<file path="src/rtl/uart_rx_deserializer.sv">
// ---------------------------------------------------------------------------
// uart_rx_deserializer : 8N1 UART receiver with mid-bit sampling and framing check
// Revision: 1.0
// ---------------------------------------------------------------------------
`default_nettype none

module uart_rx_deserializer #(
  parameter int CLKS_PER_BIT = 16
) (
  input  logic       clk,
  input  logic       rst,
  input  logic       rx,
  output logic [7:0] data,
  output logic       valid,
  output logic       frame_err,
  output logic       busy
);

  localparam int TIMER_W = $clog2(CLKS_PER_BIT);
  localparam logic [TIMER_W-1:0] HALF_LAST = TIMER_W'(CLKS_PER_BIT / 2 - 1);
  localparam logic [TIMER_W-1:0] BIT_LAST  = TIMER_W'(CLKS_PER_BIT - 1);

  typedef enum logic [2:0] {
    IDLE      = 3'd0,
    START     = 3'd1,
    DATA      = 3'd2,
    STOP      = 3'd3,
    WAIT_IDLE = 3'd4
  } state_t;

  state_t             state_q,     state_d;
  logic [TIMER_W-1:0] timer_q,     timer_d;
  logic [2:0]         bit_idx_q,   bit_idx_d;
  logic [7:0]         shift_q,     shift_d;
  logic [7:0]         data_q,      data_d;
  logic               valid_q,     valid_d;
  logic               frame_err_q, frame_err_d;
  logic               rx_meta_q,   rx_meta_d;
  logic               rx_s_q,      rx_s_d;

  always_comb begin
    state_d     = state_q;
    timer_d     = timer_q;
    bit_idx_d   = bit_idx_q;
    shift_d     = shift_q;
    data_d      = data_q;
    valid_d     = 1'b0;
    frame_err_d = 1'b0;
    rx_meta_d   = rx;
    rx_s_d      = rx_meta_q;

    case (state_q)
      IDLE: begin
        if (!rx_s_q) begin
          state_d = START;
          timer_d = '0;
        end
      end
      START: begin
        if (timer_q == HALF_LAST) begin
          timer_d   = '0;
          bit_idx_d = '0;
          // A line that is high again at mid start bit was only a glitch
          state_d   = rx_s_q ? IDLE : DATA;
        end else begin
          timer_d = timer_q + 1'b1;
        end
      end
      DATA: begin
        if (timer_q == BIT_LAST) begin
          timer_d   = '0;
          shift_d   = {rx_s_q, shift_q[7:1]};
          bit_idx_d = bit_idx_q + 3'd1;
          if (bit_idx_q == 3'd7) begin
            state_d = STOP;
          end
        end else begin
          timer_d = timer_q + 1'b1;
        end
      end
      STOP: begin
        if (timer_q == BIT_LAST) begin
          timer_d = '0;
          if (rx_s_q) begin
            data_d  = shift_q;
            valid_d = 1'b1;
            state_d = IDLE;
          end else begin
            frame_err_d = 1'b1;
            state_d     = WAIT_IDLE;
          end
        end else begin
          timer_d = timer_q + 1'b1;
        end
      end
      WAIT_IDLE: begin
        if (rx_s_q) begin
          state_d = IDLE;
        end
      end
      default: begin
        state_d = IDLE;
        timer_d = '0;
      end
    endcase
  end

  always_ff @(posedge clk) begin
    if (rst) begin
      state_q     <= IDLE;
      timer_q     <= '0;
      bit_idx_q   <= '0;
      shift_q     <= '0;
      data_q      <= '0;
      valid_q     <= 1'b0;
      frame_err_q <= 1'b0;
      rx_meta_q   <= 1'b1;
      rx_s_q      <= 1'b1;
    end else begin
      state_q     <= state_d;
      timer_q     <= timer_d;
      bit_idx_q   <= bit_idx_d;
      shift_q     <= shift_d;
      data_q      <= data_d;
      valid_q     <= valid_d;
      frame_err_q <= frame_err_d;
      rx_meta_q   <= rx_meta_d;
      rx_s_q      <= rx_s_d;
    end
  end

  assign data      = data_q;
  assign valid     = valid_q;
  assign frame_err = frame_err_q;
  assign busy      = (state_q != IDLE);

endmodule

`default_nettype wire
</file>
<file path="config.mk">
export PLATFORM = sky130hd
export DESIGN_NAME = uart_rx_deserializer
export DESIGN_NICKNAME = d
export VERILOG_FILES = /design/src/rtl/uart_rx_deserializer.sv
export SDC_FILE = /design/constraint.sdc
export NUM_CORES = 1
export LEC_CHECK = 0
export ABC_AREA = 1
export CORE_UTILIZATION = 50
export DETAILED_ROUTE_END_ITERATION = 7
export PLACE_DENSITY = 0.81
export SETUP_SLACK_MARGIN = 0.4
export SLEW_MARGIN = 25
export SYNTH_ARGS = -nofsm -noshare
export SYNTH_HDL_FRONTEND = slang
export SYNTH_SLANG_ARGS = --single-unit
</file>
<file path="constraint.sdc">
create_clock -name clk -period 3.05 [get_ports clk]
set_input_delay 0.61 -clock clk [delete_from_list [all_inputs] [get_ports clk]]
set_output_delay 0.61 -clock clk [all_outputs]
set_load 0.02 [all_outputs]
</file>
==> flow_metrics.tcl, run 1 <==
set metrics [dict create \
    place_congestion 0.901 \
    leakagePower_nw 0.713 \
    syn_area_um2 1280 \
    worstSetupStartpoint "state_q[2]$_SDFFE_PP0P_" \
    cts.path.max_buffers 2 \
    antenna_found_initial 0 \
    start_util 0.554 \
    holdPathStages 1 \
    status "complete, no violations" \
    dr.first_iter.drc_count 27 \
    worstSetupPathType "reg -> out" \
    tightest_slew_ns 0.695 \
    hpwlAfterDp_mm 1.76 \
    rr_worst_depth 8 \
    setup_viol 0 \
    area_growth_pct 15.2 \
    syn_inst 180 \
    seq_area_frac_synth 0.468 \
    die_w_um 52.7 \
    grt_pass1_vias 1092 \
    hold_viol 0 \
    r2r_end "bit_idx_q[1]$_SDFFE_PP0P_" \
    grt_start_max_net_pins 24 \
    io_buffers 13 \
    postLayoutCellArea_um2 1480 \
    htreeDepth 2 \
    cts_inserted_buffers 5 \
    clk_pin_slew_ns 0.09 \
    core-area_um2 2320 \
    rsz0062_at_grt "no" \
    ioPinCount 14 \
    worstPathRequired_ns 2.44 \
    wire_per_inst_um 11.3 \
    cp-end-kind "primary output" \
    crit_path_max_fanout 6 \
    fin_worst_skew_ns 0.00595 \
    cts_setup_buffers 0 \
    diodes 0 \
    placed_area_um2 1430 \
    postCtsHoldBufs 0 \
    cp-start-kind "flip-flop" \
    vdd_drop_max_v 0.000445 \
    powerDensity_nw_per_um2 742 \
    post_layout_nonfiller_instances 225 \
    final_net_count 203 \
    arrival_ns 1.56 \
    setup_tns_ns 0 \
    rows 17 \
    clock_sinks 30 \
    drive_gt1_frac 0.102 \
    final-max-slew-violation-count 0 \
    vias 1147 \
    synth-seq-cells 30 \
    grt_usage 0.218 \
    grt_pass1_wl_mm 4.27 \
    post-route-period-util 0.710 \
    syn_avg_cell_area_um2 7.13 \
    dp_cells 218 \
    firstDrtPassIters 4 \
    crit_end "busy" \
    num-fill-cells 195 \
    totalWireLength_mm 2.55 \
    grt-ovfl-total 0 \
    yosys_warnings 0 \
    rrSetupSlack_ns 1.13 \
    cts_resized 0 \
    chipHeight_um 52.7 \
    clockRootBuffer "clkbuf_4" \
    hp-class "reg -> reg" \
    clock.fmax_mhz 462 \
    worstReg2RegStart "timer_q[0]$_SDFFE_PP0P_" \
    vias_per_cell 5.10 \
    cts_tree "yes" \
    dieArea_um2 2770 \
    drc 0 \
    route.antenna.remaining_nets 0 \
    synthesis.nets 186 \
    finalCriticalPeriod_ns 2.17 \
    max_cap_viol_count 0 \
    synth_cell_type_count 19 \
    max_slew_margin 0.535 \
    insertion_delay_ns 0.33 \
]
==> power breakdown <==
group	switching (W)	internal, W	total (W)
Sequential	0.0000542	0.000436	0.000490
Combinational	0.000251	0.000144	0.000395
Clock	0.000125	0.0000867	0.000212
Total	0.000430	0.000667	0.00110
==> registers in the layout, indices dropped and copies added (netlist names) <==
register,flops
bit_idx_q,3
data,8
frame_err,1
rx_meta_q,1
rx_s_q,1
shift_q,8
state_q,3
timer_q,4
valid,1
==> worst max-delay path: stages, from the launching register on <==
cell and delay (ns):
dfxtp_1 0.47, nor2_2 0.09, nand2_1 0.07, clkdlybuf4s50_1 0.59
==> kinds of logic (layout without fill, tap and decap cells) <==
logic type,after synthesis,in the layout,share of synthesized area
and+or+nand+nor,99,99,0.328
buffers and inverters,19,36,0.0585
xor gates and xnor gates,1,1,0.00682
adders and majority gates,3,3,0.0292
AOI/OAI and AO/OA,28,28,0.109
DFF,30,30,0.468
==> worst min-delay path by stage <==
stage	start	end
6_report	rx_meta_q$_SDFF_PP1_	rx_s_q$_SDFF_PP1_
5_1_grt	rx_meta_q$_SDFF_PP1_	rx_s_q$_SDFF_PP1_
4_1_cts	rx_meta_q$_SDFF_PP1_	rx_s_q$_SDFF_PP1_
3_5_place_dp	rx_meta_q$_SDFF_PP1_	rx_s_q$_SDFF_PP1_
3_3_place_gp	rx_meta_q$_SDFF_PP1_	rx_s_q$_SDFF_PP1_
2_1_floorplan	rx_meta_q$_SDFF_PP1_	rx_s_q$_SDFF_PP1_
==> area by class of cell <==
type | count | area, µm² | share of cell area
repair buffers | 13 | 130 | 0.0880
clock buffers | 7 | 45.0 | 0.0305
well taps | 28 | 35.0 | 0.0237
flip-flops and latches | 30 | 601 | 0.406
inverters | 16 | 60.1 | 0.0406
multi-input cells | 131 | 608 | 0.411
==> stage by stage <==
step / hold slack [ns] / utilization / worst slack [ns] / total power [W]
final: 0.438 / 0.638 / 0.884 / 0.00110
after global routing: 0.441 / 0.638 / 0.810 / 0.00118
after CTS: 0.432 / 0.638 / 0.873 / 0.00110
after detailed placement: 0.397 / 0.618 / 1.06 / 0.000886
after global placement: 0.412 / 0.618 / 1.11 / 0.000869
after floorplan: 0.389 / - / 1.75 / 0.000792
==> metal layers <==
metal / track usage / wire length, µm / vias up
met3: 0.0870 / 136 / 6
met2: 0.342 / 1110 / 27
li1: - / - / 600
met4: 0.145 / 64 / 0
met1: 0.239 / 1230 / 514
met5: 0 / 0 / -
==> Yosys cell counts, drive strengths merged <==
| cell | instances | share of area |
|---|---|---|
| buf | 1 | 0.0059 |
| inv | 16 | 0.047 |
| dfxtp | 30 | 0.47 |
| nor2 | 57 | 0.19 |
| a21oi | 6 | 0.023 |
| or2 | 2 | 0.0097 |
| nand2 | 31 | 0.095 |
| o21ai | 22 | 0.086 |
| nand3 | 7 | 0.031 |
| clkbuf | 2 | 0.0059 |
| ha | 3 | 0.029 |
| xor2 | 1 | 0.0068 |
| nor3 | 2 | 0.0078 |
==> cell usage in the layout, fill, tap and decap left out <==
cell	netlist	final
a21oi_1	6	6
clkbuf_1	2	2
clkbuf_4	0	5
clkdlybuf4s50_1	0	13
dfxtp_1	30	30
ha_1	3	3
inv_1	10	10
inv_2	6	6
nand2_1	29	29
nand2_2	2	2
nand3_1	6	6
nand3_2	1	1
nor2_1	53	53
nor2_2	3	3
nor2_8	1	1
nor3_1	2	2
o21ai_0	19	19
o21ai_1	3	3
or2_2	2	2
xor2_1	1	1
(Power assumes the default switching activity.)
==> inputs of run 2 (changes only) <==
--- a/config.mk
+++ b/config.mk
@@ -6,9 +6,9 @@
 export NUM_CORES = 1
 export LEC_CHECK = 0
 export ABC_AREA = 1
-export CORE_UTILIZATION = 50
+export CORE_UTILIZATION = 49
 export DETAILED_ROUTE_END_ITERATION = 7
-export PLACE_DENSITY = 0.81
+export PLACE_DENSITY = 0.83
 export SETUP_SLACK_MARGIN = 0.4
 export SLEW_MARGIN = 25
 export SYNTH_ARGS = -nofsm -noshare
==> constraint.sdc (replaced) <==
create_clock -name clk -period 1.8 [get_ports clk]
set_input_delay 0.36 -clock clk [delete_from_list [all_inputs] [get_ports clk]]
set_output_delay 0.36 -clock clk [all_outputs]
set_load 0.02 [all_outputs]
==> run 2 against run 1 <==
  * Sequential power increased by 72%
  * Flip-flop and latch count unchanged
  * Power is 84% higher
  * Sequential share of layout area decreased by 3.0 points
  * Core utilization is 1.8 points higher
  * Count of clock-buffer cells in the layout shrank 2
  * Routed wire length rose by 7.5%
==> flow_metrics.tcl, run 2 (same netlist as run 1, synthesis figures left out) <==
set metrics [dict create \
    slowest_delay_ns 0.37 \
    regArea_um2 611 \
    grt-ovfl-total 0 \
    rsz0062_at_grt "yes" \
    area_growth_pct 26.6 \
    post-place-ws_ns 0.252 \
    fin_worst_skew_ns 0.00926 \
    max_slew_margin 0.722 \
    dieArea_um2 2830 \
    vias_per_cell 5.07 \
    powerDensity_nw_per_um2 1240 \
    num-fill-cells 213 \
    leakagePower_nw 0.839 \
    hp-class "reg -> reg" \
    core-area_um2 2480 \
    clockRootBuffer "clkbuf_4" \
    drc 0 \
    diodes 0 \
    io_buffers 13 \
    arrival_ns 1.03 \
    totalWireLength_mm 2.74 \
    clock.fmax_mhz 720 \
    antenna_found_initial 0 \
    place_congestion 0.820 \
    crit_family "flip-flops" \
    cts_tree "yes" \
    hold_viol 0 \
    clock_sinks 30 \
    vias 1192 \
    cts_inserted_buffers 5 \
    placed_area_um2 1460 \
    worstPathBufferInverterCount 1 \
    grt_usage 0.218 \
    chipHeight_um 53.2 \
    dr.first_iter.drc_count 24 \
    firstDrtPassIters 5 \
    min_from "rx_meta_q$_SDFF_PP1_" \
    cp-start-kind "flip-flop" \
    final-max-slew-violation-count 0 \
    start_util 0.518 \
    crit_path_max_fanout 4 \
    path_cells "nor2_4 -> nand2_2 -> buf_6" \
    status "complete, no violations" \
    worstPathRequired_ns 1.44 \
    cp-end-kind "primary output" \
    multi_input_area_um2 672 \
    htreeDepth 2 \
    clk_pin_slew_ns 0.09 \
    worstReg2RegStart "state_q[2]$_SDFFE_PP0P_" \
    finalWorstSetupSlack_ns 0.410 \
    route.antenna.remaining_nets 0 \
    grt_pass1_vias 1059 \
    drive_gt1_frac 0.239 \
    layout_commonest_cell "nor2_1" \
    setup_viol 0 \
    max_cap_viol_count 0 \
    finalCriticalPeriod_ns 1.39 \
    postLayoutCellArea_um2 1630 \
    cts.path.max_buffers 2 \
    rows 18 \
    critical_path.slowest_cell "dfxtp_4" \
    ioPinCount 14 \
    grt_start_max_net_pins 24 \
    post-route-period-util 0.772 \
    insertion_delay_ns 0.33 \
    tightest_slew_ns 0.413 \
    layout_common_cells "nor2_1 (51), nand2_1 (24), dfxtp_1 (24), o21ai_0 (18), inv_1 (9)" \
    worstSetupPathType "reg -> out" \
    grt_pass1_wl_mm 4.32 \
    setup_tns_ns 0 \
    vdd_drop_max_v 0.00114 \
    final_net_count 211 \
    worstSetupStartpoint "state_q[2]$_SDFFE_PP0P_" \
    die_w_um 53.2 \
    wire_per_inst_um 11.6 \
    hpwlAfterDp_mm 1.78 \
]
## run 2: layout make-up
class / instances / area share
multi-input cells: 131 / 0.413
flip-flops and latches: 30 / 0.376
repair buffers: 21 / 0.120
inverters: 16 / 0.0385
clock buffers: 5 / 0.0231
well taps: 30 / 0.0231
clock inverters: 2 / 0.00616
## run 2: final timing paths
path                             end  cells past startpoint  slack, ns
max                             busy                      3       0.41
min                rx_s_q$_SDFF_PP1_                      1       0.42
max reg2reg  timer_q[2]$_SDFFE_PP0P_                      5       0.42
min reg2reg        rx_s_q$_SDFF_PP1_                      1       0.42
## run 2: worst reg2reg max path, stage by stage, from the launching register on
cell	delay, ns
dfxtp_4	0.37
buf_4	0.15
o21ai_0	0.36
inv_1	0.15
o21ai_0	0.19
nor2_1	0.06
## run 2: power by group
group / leakage, nW / internal (W) / switching [W]
Clock: 0.0308 / 0.000140 / 0.000225
Combinational: 0.563 / 0.000316 / 0.000495
Sequential: 0.245 / 0.000754 / 0.0000887
Total: 0.839 / 0.00121 / 0.000810
## run 2: metrics by stage
step,power [W],std cells,hold slack (ns),utilization
floorplan,0.00134,180,0.389,-
global placement,0.00147,223,0.399,0.589
detailed placement,0.00150,223,0.398,0.589
CTS,0.00190,233,0.425,0.627
global route,0.00217,235,0.430,0.656
finish,0.00202,235,0.420,0.656
## run 2: layer usage
| metal | part of all wire | track usage | vias up |
|---|---|---|---|
| met4 | 0.014 | 0.0833 | 0 |
| met5 | 0 | 0 | - |
| met2 | 0.49 | 0.388 | 23 |
| li1 | - | - | 619 |
| met1 | 0.45 | 0.230 | 545 |
| met3 | 0.042 | 0.0805 | 5 |
## run 2: timing repair
item                                    4_1_cts  5_1_grt
gates resized for setup                      21       24
endpoints found under the setup margin       26       18
hold buffers                                  0        0
buffers inserted                              3        2
pin swaps                                     4        7
